$ cat src/rtl/pipe_hazard_ctrl.sv
// Hazard/sequencing controller for the 5-stage RV32I pipeline: load-use stalls,
// branch redirect flushes, memory freeze, and a saturating stall-cycle counter.
module pipe_hazard_ctrl #(
    parameter int FLUSH_CYCLES = 1,
    parameter int PERF_W       = 16
) (
    input  logic              clk,
    input  logic              rst_n,
    input  logic              i_id_valid,
    input  logic [4:0]        i_id_rs1_addr,
    input  logic [4:0]        i_id_rs2_addr,
    input  logic              i_ex_valid,
    input  logic              i_ex_is_load,
    input  logic [4:0]        i_ex_rd_addr,
    input  logic              i_branch_taken,
    input  logic              i_mem_busy,
    output logic              o_if_ce,
    output logic              o_id_ce,
    output logic              o_ex_ce,
    output logic              o_if_stall,
    output logic              o_id_stall,
    output logic              o_id_flush,
    output logic              o_ex_flush,
    output logic              o_pc_sel,
    output logic [1:0]        o_state,
    output logic [PERF_W-1:0] o_stall_cnt
);

    // state       | meaning
    // RUN         | normal issue, watching for load-use and redirects
    // LOAD_STALL  | one bubble cycle after a load-use stall
    // FLUSH       | extra wrong-path cycles after a redirect
    typedef enum logic [1:0] {
        ST_RUN        = 2'd0,
        ST_LOAD_STALL = 2'd1,
        ST_FLUSH      = 2'd2,
        ST_UNUSED     = 2'd3
    } state_e;

    localparam logic [2:0] FLUSH_LOAD  = 3'(FLUSH_CYCLES - 1);
    localparam bit         MULTI_FLUSH = (FLUSH_CYCLES > 1);

    state_e            state_q, state_d;
    logic [2:0]        cnt_q, cnt_d;
    logic [PERF_W-1:0] perf_q, perf_d;
    logic              perf_inc;
    logic              load_use, redirect;

    assign load_use = i_ex_valid & i_ex_is_load & (i_ex_rd_addr != 5'd0) & i_id_valid &
                      ((i_ex_rd_addr == i_id_rs1_addr) | (i_ex_rd_addr == i_id_rs2_addr));
    assign redirect = i_id_valid & i_branch_taken;

    always_comb begin
        state_d    = state_q;
        cnt_d      = cnt_q;
        perf_inc   = 1'b0;
        o_if_ce    = 1'b1;
        o_id_ce    = 1'b1;
        o_ex_ce    = 1'b1;
        o_if_stall = 1'b0;
        o_id_stall = 1'b0;
        o_id_flush = 1'b0;
        o_ex_flush = 1'b0;
        o_pc_sel   = 1'b0;

        if (i_mem_busy) begin
            o_if_ce  = 1'b0;
            o_id_ce  = 1'b0;
            o_ex_ce  = 1'b0;
            perf_inc = 1'b1;
        end else begin
            case (state_q)
                ST_RUN, ST_LOAD_STALL: begin
                    // EX holds a bubble in LOAD_STALL, so only RUN can see load-use
                    if (state_q == ST_RUN && load_use) begin
                        o_if_stall = 1'b1;
                        o_id_stall = 1'b1;
                        o_ex_flush = 1'b1;
                        perf_inc   = 1'b1;
                        state_d    = ST_LOAD_STALL;
                    end else if (redirect) begin
                        o_pc_sel   = 1'b1;
                        o_id_flush = 1'b1;
                        if (MULTI_FLUSH) begin
                            cnt_d   = FLUSH_LOAD;
                            state_d = ST_FLUSH;
                        end else begin
                            state_d = ST_RUN;
                        end
                    end else begin
                        state_d = ST_RUN;
                    end
                end
                ST_FLUSH: begin
                    o_id_flush = 1'b1;
                    if (cnt_q <= 3'd1) begin
                        cnt_d   = 3'd0;
                        state_d = ST_RUN;
                    end else begin
                        cnt_d = cnt_q - 3'd1;
                    end
                end
                default: begin
                    state_d = ST_RUN;
                    cnt_d   = 3'd0;
                end
            endcase
        end

        if (!rst_n) begin
            o_if_ce    = 1'b0;
            o_id_ce    = 1'b0;
            o_ex_ce    = 1'b0;
            o_if_stall = 1'b0;
            o_id_stall = 1'b0;
            o_id_flush = 1'b1;
            o_ex_flush = 1'b1;
            o_pc_sel   = 1'b0;
        end
    end

    assign perf_d = (perf_inc && !(&perf_q)) ? perf_q + 1'b1 : perf_q;

    always_ff @(posedge clk or negedge rst_n) begin
        if (!rst_n) begin
            state_q <= ST_RUN;
            cnt_q   <= 3'd0;
            perf_q  <= '0;
        end else begin
            state_q <= state_d;
            cnt_q   <= cnt_d;
            perf_q  <= perf_d;
        end
    end

    assign o_state     = state_q;
    assign o_stall_cnt = perf_q;

endmodule
$ cat config.mk
export PLATFORM = sky130hd
export DESIGN_NAME = pipe_hazard_ctrl
export DESIGN_NICKNAME = d
export VERILOG_FILES = /design/src/rtl/pipe_hazard_ctrl.sv
export SDC_FILE = /design/constraint.sdc
export NUM_CORES = 1
export LEC_CHECK = 0
export CELL_PAD_IN_SITES_DETAIL_PLACEMENT = 1
export CELL_PAD_IN_SITES_GLOBAL_PLACEMENT = 2
export CORE_MARGIN = 8
export CORE_UTILIZATION = 21
export DETAILED_ROUTE_END_ITERATION = 8
export MAX_ROUTING_LAYER = met4
export PLACE_DENSITY_LB_ADDON = 0.3
export SYNTH_ARGS = -nofsm -noshare
export SYNTH_HDL_FRONTEND = slang
export SYNTH_SLANG_ARGS = --single-unit
export TNS_END_PERCENT = 30
$ cat constraint.sdc
create_clock -name clk -period 2 [get_ports clk]
set_input_delay 0.5 -clock clk [delete_from_list [all_inputs] [get_ports clk]]
set_output_delay 0.5 -clock clk [all_outputs]
set_load 0.02 [all_outputs]
==> load_flow_metrics.sql <==
INSERT INTO impl_metrics (metric_group, metric, value, unit) VALUES
('clock_network', 'cts_root_buf', 'sky130_fd_sc_hd__clkbuf_8', ''),
('timing', 'fmax', '442', 'MHz'),
('clock_network', 'cts-buffers-inserted', '3', ''),
('grt', 'use_met2', '0.193', ''),
('synthesis', 'post_synth_top_area_share', '0.394', ''),
('synthesis', 'synth_seq_cells', '17', ''),
('detailed_routing', 'drt_first_iter_violations', '39', ''),
('power_and_ir_drop', 'total_leakage_power', '0.792', 'nW'),
('placed_design', 'buffer_ports.inserted', '46', ''),
('clock_network', 'cts.clk_slew.worst_paths', '0.07', 'ns'),
('cells_and_area', 'final_net_count', '204', ''),
('timing', 'maxSlewViolCount', '0', ''),
('synthesis', 'synthSimpleGateAreaFrac', '0.247', ''),
('run_status', 'violated_checks', 'setup timing', ''),
('cells_and_area', 'drive_gt1_frac', '0.400', ''),
('timing', 'post-route-period-util', '1.13', ''),
('grt', 'grt_max_degree', '13', ''),
('clock_network', 'tritoncts', 'done', ''),
('clock_network', 'max-clock-path-buffers', '2', ''),
('die', 'initial_core_util', '0.214', ''),
('die', 'floorplan.core_area', '0.00504', 'mm2'),
('synthesis', 'synth-async-reset-ratio', '1.00', ''),
('clock_network', 'cts_h_tree_depth', '1', ''),
('clock_network', 'cts_num_sinks', '17', ''),
('synthesis', 'yosys_warnings', '0', ''),
('detailed_routing', 'final_routed_drc_violation_total', '0', ''),
('synthesis', 'synth_mux_area_frac', '0.0451', ''),
('grt', 'antenna_found_initial', '0', ''),
('grt', 'grtUsageMet3', '0.0216', ''),
('grt', 'grt-busiest-layer', 'met2', ''),
('synthesis', 'syn_area_per_cell', '9.48', 'um2'),
('critical_path', 'critical_path_class', 'in2out', ''),
('critical_path', 'timing.critical_path.fanout_max', '3', ''),
('clock_network', 'clkLatencyLatePin', '0.25', 'ns'),
('die', 'pin_count', '48', ''),
('critical_path', 'worstPathRequired', '1.50', 'ns'),
('cells_and_area', 'synthToLayoutAreaGrowth', '77.0', '%'),
('synthesis', 'synthDominantAreaCellType', 'sky130_fd_sc_hd__dfrtp_1', ''),
('die', 'overall_die_height', '87.8', 'um'),
('detailed_routing', 'avgViaCountPerCell', '4.46', ''),
('grt', 'grt_first_pass_wirelength', '6.60', 'mm'),
('timing', 'setup_ws', '-0.265', 'ns'),
('critical_path', 'crit_end_element', 'output port', ''),
('critical_path', 'critical_path.startpoint_type', 'input pin', ''),
('grt', 'grt.met1_usage', '0.125', ''),
('die', 'row_count', '26', ''),
('synthesis', 'yosysSeqAreaShare', '0.394', ''),
('detailed_routing', 'final_antenna_net_count', '0', ''),
('grt', 'total_congestion_overflow_after_global_routing', '0', ''),
('run_status', 'outcome', 'finished with violations', ''),
('power_and_ir_drop', 'vdd_drop_max', '0.000462', 'V'),
('critical_path', 'worst-r2r-setup-slack', '0.13', 'ns'),
('placed_design', 'dpl.hpwl', '3.00', 'mm'),
('synthesis', 'synth.top_cells.by_count', '18 x sky130_fd_sc_hd__xor2_1, 17 x sky130_fd_sc_hd__dfrtp_1, 14 x sky130_fd_sc_hd__nand2_1', ''),
('power_and_ir_drop', 'power_per_cell_area', '744', 'mW/mm2'),
('placed_design', 'preCtsSetupSlack', '-1.25', 'ns'),
('die', 'floorplan.die_area', '0.00770', 'mm2'),
('synthesis', 'synthFlopType', 'sky130_fd_sc_hd__dfrtp_1', ''),
('timing', 'timing.hold.ws', '0.485', 'ns'),
('synthesis', 'synth-compound-area-share', '0.104', ''),
('placed_design', 'place.gp.congestion', '0.847', ''),
('critical_path', 'critical_path_arrival', '1.76', 'ns'),
('synthesis', 'synth_top_family_by_area', 'simple AND/OR/NAND/NOR gates', ''),
('synthesis', 'yosys.area_share.adder', '0.0116', ''),
('cells_and_area', 'n_fill_cell', '575', ''),
('detailed_routing', 'drt-total-wl', '3.93', 'mm'),
('power_and_ir_drop', 'p_total', '1.42', 'mW'),
('timing', 'setup_viol', '6', ''),
('synthesis', 'synth.area.top_cells', 'sky130_fd_sc_hd__dfrtp_1 39%, sky130_fd_sc_hd__xor2_1 15%, sky130_fd_sc_hd__nand2_1 4.9%', ''),
('synthesis', 'post_synth_instance_area', '0.00108', 'mm2'),
('cells_and_area', 'diodes', '0', '');
cell usage in the layout (no fill, tap or decap), types with 3 or more instances in the layout:
cell type / n
sky130_fd_sc_hd__buf_4: 20
sky130_fd_sc_hd__nor4_4: 4
sky130_fd_sc_hd__xor2_1: 17
sky130_fd_sc_hd__clkdlybuf4s15_1: 4
sky130_fd_sc_hd__nor2_2: 3
sky130_fd_sc_hd__nor2_1: 4
sky130_fd_sc_hd__nand4_1: 3
sky130_fd_sc_hd__nand2_1: 13
sky130_fd_sc_hd__buf_6: 11
sky130_fd_sc_hd__nand3_1: 3
sky130_fd_sc_hd__clkbuf_8: 3
sky130_fd_sc_hd__clkdlybuf4s50_1: 19
sky130_fd_sc_hd__dfrtp_1: 17
sky130_fd_sc_hd__buf_2: 10
sky130_fd_sc_hd__dlygate4sd2_1: 4
sky130_fd_sc_hd__nor3_2: 5
stage by stage:
stage | setup TNS, ns | std cells | cell area [um2] | util
floorplan | -0.600 | 114 | 1120 | -
global placement | -16.58 | 243 | 1760 | 0.349
detailed placement | -17.00 | 243 | 1760 | 0.349
CTS | -1.25 | 250 | 1890 | 0.374
global route | -1.88 | 250 | 1910 | 0.379
finish | -1.17 | 250 | 1910 | 0.379
report_power, final:
group | switching [mW] | total (mW) | internal, mW
Combinational | 0.318 | 0.638 | 0.320
Clock | 0.123 | 0.264 | 0.141
Sequential | 0.0972 | 0.521 | 0.423
Total | 0.539 | 1.42 | 0.885
worst max-delay path: stages:
cell and delay [ns]:
sky130_fd_sc_hd__buf_6 0.10, sky130_fd_sc_hd__or4_4 0.52, sky130_fd_sc_hd__o21ai_2 0.14, sky130_fd_sc_hd__or2_4 0.16, sky130_fd_sc_hd__nand3_4 0.08, sky130_fd_sc_hd__o21ai_4 0.13, sky130_fd_sc_hd__buf_6 0.13
path summary, 6_finish.rpt:
kind | from | endpoint | cells past startpoint
worst max-delay path | i_ex_rd_addr[3] | o_id_flush | 7
worst min register to register | o_stall_cnt[11] | o_stall_cnt[11] | 1
min in group clk | o_stall_cnt[11] | o_stall_cnt[11] | 1
max in group asynchronous | rst_n | o_stall_cnt[5] | 2
worst min-delay path | rst_n | o_stall_cnt[6] | 2
worst max register to register | o_state[0] | o_stall_cnt[12] | 7
kinds of logic after synthesis:
| kind of cell | after synthesis |
|---|---|
| other | 1 |
| muxes | 4 |
| and+or+nand+nor | 49 |
| xor gates and xnor gates | 18 |
| adders and majority gates | 1 |
| AOI/OAI and AO/OA | 16 |
| DFF | 17 |
| buffers and inverters | 8 |
area by class of cell:
class	instances	area [um2]	share of cell area
clock buffers	4	45.0	0.0235
well taps	70	87.6	0.0458
flip-flops and latches	17	425	0.222
inverters	2	7.51	0.00392
multi-input cells	89	758	0.396
repair buffers	68	589	0.308
layer usage:
layer	share of wire	routed length, um
met1	0.43	1690
met2	0.52	2040
met3	0.043	167
met4	0.0071	28
met5	0	0
what timing repair did:
action	in CTS	in global routing
buffers inserted	3	0
pin swaps	27	10
hold buffers	0	0
gates resized for setup	111	14
setup endpoints to repair	25	21
sequential cells by signal, indices dropped and copies added, names as in the netlist:
name,flops
o_stall_cnt,16
o_state,1
Power figures use the tool's default switching activity.
